File: config.mk
export PLATFORM = sky130hd
export DESIGN_NAME = fetch_unit
export DESIGN_NICKNAME = d
export VERILOG_FILES = /design/src/rtl/fetch_unit_pkg.sv /design/src/rtl/fetch_unit_if_id_reg.sv /design/src/rtl/fetch_unit.sv
export SDC_FILE = /design/constraint.sdc
export NUM_CORES = 1
export LEC_CHECK = 0
export CORE_MARGIN = 8
export CORE_UTILIZATION = 45
export CTS_BUF_LIST = sky130_fd_sc_hd__clkbuf_4 sky130_fd_sc_hd__clkbuf_8
export CTS_CLUSTER_SIZE = 20
export DETAILED_ROUTE_END_ITERATION = 8
export GPL_ROUTABILITY_DRIVEN = 0
export PLACE_DENSITY = 0.83
export SETUP_SLACK_MARGIN = 0.3
export SLEW_MARGIN = 20
export SYNTH_ARGS = -nofsm -noshare
export SYNTH_HDL_FRONTEND = slang
export SYNTH_SLANG_ARGS = --single-unit
File: constraint.sdc
create_clock -name clk -period 2.45 [get_ports clk]
set_clock_uncertainty 0.1 [all_clocks]
set_input_delay 0.245 -clock clk [delete_from_list [all_inputs] [get_ports clk]]
set_output_delay 0.245 -clock clk [all_outputs]
set_load 0.1 [all_outputs]
File: src/rtl/fetch_unit_pkg.sv
// Shared fetch-stage definitions: word width, reset/NOP/HALT encodings, FSM states.
package fetch_unit_pkg;

    localparam int WORD_W = 16;

    typedef logic [WORD_W-1:0] word_t;

    localparam word_t DEF_RESET_PC = 16'h0000;
    localparam word_t NOP_WORD     = 16'h0800;
    localparam word_t HALT_WORD    = 16'hF000;

    typedef enum logic [2:0] {
        ST_IDLE   = 3'd0,
        ST_REQ    = 3'd1,
        ST_WAIT   = 3'd2,
        ST_HOLD   = 3'd3,
        ST_DROP   = 3'd4,
        ST_HALTED = 3'd5
    } state_e;

    // Sequential PC step; wraps modulo 2^16.
    function automatic word_t pc_inc(input word_t pc);
        return pc + word_t'(2);
    endfunction

endpackage

File: src/rtl/fetch_unit_if_id_reg.sv
// IF/ID pipeline register: flush beats load beats hold; otherwise a NOP bubble is inserted.
// One-cycle latency from load_i to outputs; hold_i freezes all contents.
module if_id_reg
    import fetch_unit_pkg::*;
#(
    parameter logic [15:0] NOP_INSTR = NOP_WORD
) (
    input  logic        clk,
    input  logic        rst,
    input  logic        flush_i,
    input  logic        load_i,
    input  logic        hold_i,
    input  logic [15:0] instr_i,
    input  logic [15:0] pc2_i,
    output logic [15:0] instr_o,
    output logic [15:0] pc2_o,
    output logic        valid_o
);

    logic [15:0] instr_q;
    logic [15:0] pc2_q;
    logic        valid_q;

    always_ff @(posedge clk or posedge rst) begin
        if (rst) begin
            instr_q <= NOP_INSTR;
            pc2_q   <= 16'h0000;
            valid_q <= 1'b0;
        end else if (flush_i) begin
            instr_q <= NOP_INSTR;
            valid_q <= 1'b0;
        end else if (load_i) begin
            instr_q <= instr_i;
            pc2_q   <= pc2_i;
            valid_q <= 1'b1;
        end else if (!hold_i) begin
            instr_q <= NOP_INSTR;
            valid_q <= 1'b0;
        end
    end

    assign instr_o = instr_q;
    assign pc2_o   = pc2_q;
    assign valid_o = valid_q;

endmodule

File: src/rtl/fetch_unit.sv
// Instruction fetch: owns the PC, keeps at most one imem request in flight, feeds IF/ID one word per cycle.
// imem_req/imem_addr are combinational, IF/ID is registered; a response arriving under stall parks in a one-entry buffer.
module fetch_unit
    import fetch_unit_pkg::*;
#(
    parameter logic [15:0] RESET_PC  = DEF_RESET_PC,
    parameter logic [15:0] NOP_INSTR = NOP_WORD
) (
    input  logic        clk,
    input  logic        rst,
    output logic        imem_req,
    output logic [15:0] imem_addr,
    input  logic        imem_done,
    input  logic [15:0] imem_data,
    input  logic        stall,
    input  logic        redirect,
    input  logic [15:0] redirect_pc,
    input  logic        halt_seen,
    output logic [15:0] id_instr,
    output logic [15:0] id_pc2,
    output logic        id_valid,
    output logic        halted
);

    state_e      state_q, state_d;
    logic [15:0] pc_q, pc_d;
    logic [15:0] buf_q, buf_d;
    logic [15:0] pc_next;
    logic        ifid_load;
    logic        ifid_flush;
    logic [15:0] ifid_instr;

    assign pc_next = pc_inc(pc_q);

    always_comb begin
        state_d    = state_q;
        pc_d       = pc_q;
        buf_d      = buf_q;
        imem_req   = 1'b0;
        ifid_load  = 1'b0;
        ifid_flush = 1'b0;
        ifid_instr = imem_data;
        if (state_q == ST_HALTED) begin
            ifid_flush = 1'b1;
        end else if (halt_seen) begin
            state_d    = ST_HALTED;
            ifid_flush = 1'b1;
        end else if (redirect) begin
            // A response still in flight must drain before the new fetch may issue.
            pc_d       = redirect_pc;
            buf_d      = NOP_INSTR;
            ifid_flush = 1'b1;
            state_d    = ((state_q == ST_WAIT || state_q == ST_DROP) && !imem_done) ? ST_DROP : ST_REQ;
        end else begin
            case (state_q)
                ST_IDLE: state_d = ST_REQ;
                ST_REQ: begin
                    imem_req = 1'b1;
                    state_d  = ST_WAIT;
                end
                ST_WAIT: begin
                    if (imem_done) begin
                        if (stall) begin
                            buf_d   = imem_data;
                            state_d = ST_HOLD;
                        end else begin
                            ifid_load = 1'b1;
                            pc_d      = pc_next;
                            imem_req  = 1'b1;
                        end
                    end
                end
                ST_HOLD: begin
                    if (!stall) begin
                        ifid_load  = 1'b1;
                        ifid_instr = buf_q;
                        pc_d       = pc_next;
                        state_d    = ST_REQ;
                    end
                end
                ST_DROP: begin
                    if (imem_done) begin
                        state_d = ST_REQ;
                    end
                end
                default: state_d = ST_IDLE;
            endcase
        end
    end

    // In WAIT the back-to-back request targets the word after the one being delivered.
    assign imem_addr = (state_q == ST_WAIT) ? pc_next : pc_q;
    assign halted    = (state_q == ST_HALTED);

    always_ff @(posedge clk or posedge rst) begin
        if (rst) begin
            state_q <= ST_IDLE;
            pc_q    <= RESET_PC;
            buf_q   <= NOP_INSTR;
        end else begin
            state_q <= state_d;
            pc_q    <= pc_d;
            buf_q   <= buf_d;
        end
    end

    if_id_reg #(
        .NOP_INSTR(NOP_INSTR)
    ) u_if_id (
        .clk     (clk),
        .rst     (rst),
        .flush_i (ifid_flush),
        .load_i  (ifid_load),
        .hold_i  (stall),
        .instr_i (ifid_instr),
        .pc2_i   (pc_next),
        .instr_o (id_instr),
        .pc2_o   (id_pc2),
        .valid_o (id_valid)
    );

endmodule

==> results by group <==
Run status
  • Status: finished, final reports clean

Floorplan
  • Cell Rows: 33
  • Initial Utilization: between 40% and 50%
  • Chip width: 108 um
  • Die area: approximately 0.012 sq mm
  • CORE AREA: slightly above 0.008 sq mm
  • Die Y: 108 um
  • I/O pin count: 89

Global route
  • First-pass GRT wire length: just under 20000 um
  • Antenna violations before repair: 0
  • Gr usage total: between 20% and 30%
  • GRT overflow: 0
  • Largest net degree at the start of global routing: 46
  • Vias in the first global route: 3741

Clock network
  • CTS tree: yes
  • CTS Sinks: 68
  • CTS max path bufs: 2
  • Clock slew at reported path FFs: approximately 0.080 ns
  • CTS root buf: clkbuf_8
  • Clk_lat worst skew: around 0.34 ns
  • H-tree depth: 3
  • CTS buffer count: 9
  • CTS Hold Bufs: 0

Setup path
  • CP top delay family: simple AND/OR/NAND/NOR gates
  • Startpoint types: flip-flop
  • Worst path required time: between 2 and 2.5 ns
  • CP Max Fanout: 4
  • Worst setup EP type: output port
  • Slowest cell on crit path: or3_4
  • Max incr delay on CP: 0.49 ns
  • Crit-path cells: ha_4 -> nand4_1 -> or3_4 -> nor2_4 -> xnor2_4 -> buf_12
  • Buf/Inv on CP: 1
  • Critical Path AT: about 2.1 ns
  • WS Path Type: reg -> out

Final layout
  • Fillers: approximately 580
  • Most common cell after layout, fill and taps aside: buf_4
  • Area of the multi-input gates: between 0.002 and 0.0025 sq mm
  • Commonest non-fill, non-tap cells in the layout: buf_4, nand2_1, dfrtp_1
  • FF+latch area: about 0.0017 sq mm
  • Cell Count, Final, Fillers Out: 628
  • # nets final: ~560
  • # diodes: 0
  • Area Overhead vs Synth: 51.3%
  • Share of layout cells above drive strength 1: between 30% and 40%

STA
  • Crit share post-route: between 90 and 100%
  • Max Clk Rate: just over 400 MHz
  • Hold slack: approximately 0.15 ns
  • Fin. Hold Viols: 0
  • Slew at the pin closest to its max-slew limit: approximately 0.58 ns
  • RSZ-0062 raised after global routing: true
  • Final setup margin: roughly 0.011 ns
  • Max-slew headroom: 61.1%
  • Fin. max-slew vios: 0
  • Min cycle time layout: ~2.4 ns
  • Final setup viols: 0

Synth
  • Asr flop ratio synth: 100%
  • Synth Instances: approximately 410
  • Post-synth top flop: dfrtp_1
  • Synth Register Bits: 68
  • Syn avg cell area: 9.39 sq um
  • Post-synth EDFFs: 0
  • Sequential fraction of the synthesis area: between 40 and 50%
  • Post-synthesis cell type count: 50
  • Syn_nets: between 400 and 500
  • Yosys warns: 0
  • Mapped cell area: between 0.003 and 0.004 sq mm

Detailed routing
  • DR pass1 iterations: 5
  • Routed via count: 3684
  • Antenna viol nets, final: 0
  • DR WL/cell: between 15 and 20 um
  • DRC Markers: 0
  • Final WL: roughly 12000 um
  • DR iter-0 viols: 260
  • Vias/cell: roughly 5.9

Placed design
  • DP Wirelength: between 7000 and 8000 um
  • Placed Instances: 585
  • PortBufs: between 80 and 90
  • Setup WS pre-CTS: between 0.15 and 0.2 ns

Power
  • Max VDD drop: roughly 0.00082 V
  • Flop pwr share: 24.4%
  • Switching power: roughly 3.4 mW
  • Clk pwr share: about 15%
  • Fraction of power spent switching nets: between 50% and 60%
  • P_leak: 2.66 nW
  • Pwr/cell area: 1150 mW/mm^2
  • Internal: ~3.3 mW
  • Combinational share of power: roughly three fifths

Hold path
  • Hold Path Class: in -> async

Run
  • Max-cap violations: 0
[area by class of cell]
class / instances / share of cell area [%]
sequential: 68 / 29.8
clock buffer: 9 / 2.15
clock inverter: 6 / 1.56
tap: 105 / 2.28
multi-input combinational: 294 / 39.9
timing repair buffer: 136 / 23.5
inverter: 10 / 0.716
[power groups by stage]
stage / sequential [mW] / combinational, mW / clock [mW]
final: 1.61 / 4.01 / 1.01
after global routing: 1.64 / 4.17 / 1.07
after CTS: 1.59 / 3.90 / 1.01
after detailed placement: 1.64 / 3.64 / 0
after global placement: 1.63 / 3.57 / 0
after floorplan: 2.16 / 2.10 / 0
[path summary, 6_finish.rpt]
kind	from	end	slack (ns)	cells after the start
min in group clk	redirect_pc[4]	pc_q[4]	0.37	3
max	pc_q[2]	imem_addr[11]	0.01	6
min	rst	u_if_id.instr_o[9]	0.15	2
max reg2reg	state_q[2]	pc_q[14]	0.35	7
max in group asynchronous	rst	pc_q[7]	1.51	3
min reg2reg	u_if_id.pc2_o[14]	u_if_id.pc2_o[14]	0.38	2
[logic make-up after synthesis]
group | Yosys count | synth area share [%]
multiplexers | 17 | 4.46
adder cells (fa/ha/maj) | 1 | 0.328
buffers and inverters | 45 | 7.22
AND/OR/NAND/NOR | 146 | 18.7
AO/OA/AOI/OAI | 106 | 19.3
XOR/XNOR | 23 | 5.28
flip-flops | 68 | 44.7
[metal layers]
metal,vias up,GRT usage [%],part of all wire [%]
met5,-,0,0
met4,0,10.1,2.8
met3,34,4.10,7.0
met2,169,34.1,49
met1,1816,26.1,41
li1,1665,-,-
[sequential cells by signal (all words and copies together), names as in the netlist]
name,count
u_if_id.instr_o,16
u_if_id.valid_o,1
state_q,3
u_if_id.pc2_o,16
pc_q,16
buf_q,16
[cell usage after synthesis, types with 8 or more instances]
| cell type | instances | area, sq um |
|---|---|---|
| mux2i_1 | 17 | 170 |
| a22o_1 | 17 | 149 |
| buf_2 | 12 | 60.1 |
| nand2_1 | 64 | 240 |
| nand3_1 | 9 | 45.0 |
| buf_6 | 10 | 113 |
| o211ai_1 | 11 | 82.6 |
| dfrtp_1 | 66 | 1650 |
| nor3_1 | 9 | 45.0 |
| o21ai_2 | 12 | 105 |
| a21oi_1 | 11 | 55.1 |
| nor2_1 | 19 | 71.3 |
| xnor2_1 | 18 | 158 |
| o21ai_1 | 17 | 85.1 |
| clkbuf_1 | 8 | 30.0 |
| o21ai_0 | 14 | 70.1 |
| inv_1 | 10 | 37.5 |
[worst reg2reg max path, cell delays in order (launching register included)]
cell and delay, ns:
dfrtp_2 0.47, buf_4 0.17, nand3b_1 0.21, clkinvlp_4 0.21, buf_4 0.17, o21ai_0 0.22
o211ai_1 0.15, a211oi_1 0.28
[through the flow]
step	TNS [ns]	cell area (sq um)	total power, mW	util [%]
after global placement	0	5200	5.20	63.3
after global routing	-0.0416	5770	6.88	70.2
final	0	5770	6.63	70.2
after CTS	0	5690	6.51	69.2
after detailed placement	0	5200	5.28	63.3
after floorplan	-0.0595	4190	4.26	-
[timing repair]
item,4_1_cts,5_1_grt
pin swaps,15,13
gates resized for setup,33,11
cloned,0,1
setup buffers,22,5
endpoints found under the setup margin,18,23
No activity file was read; power rests on OpenSTA's default activity.
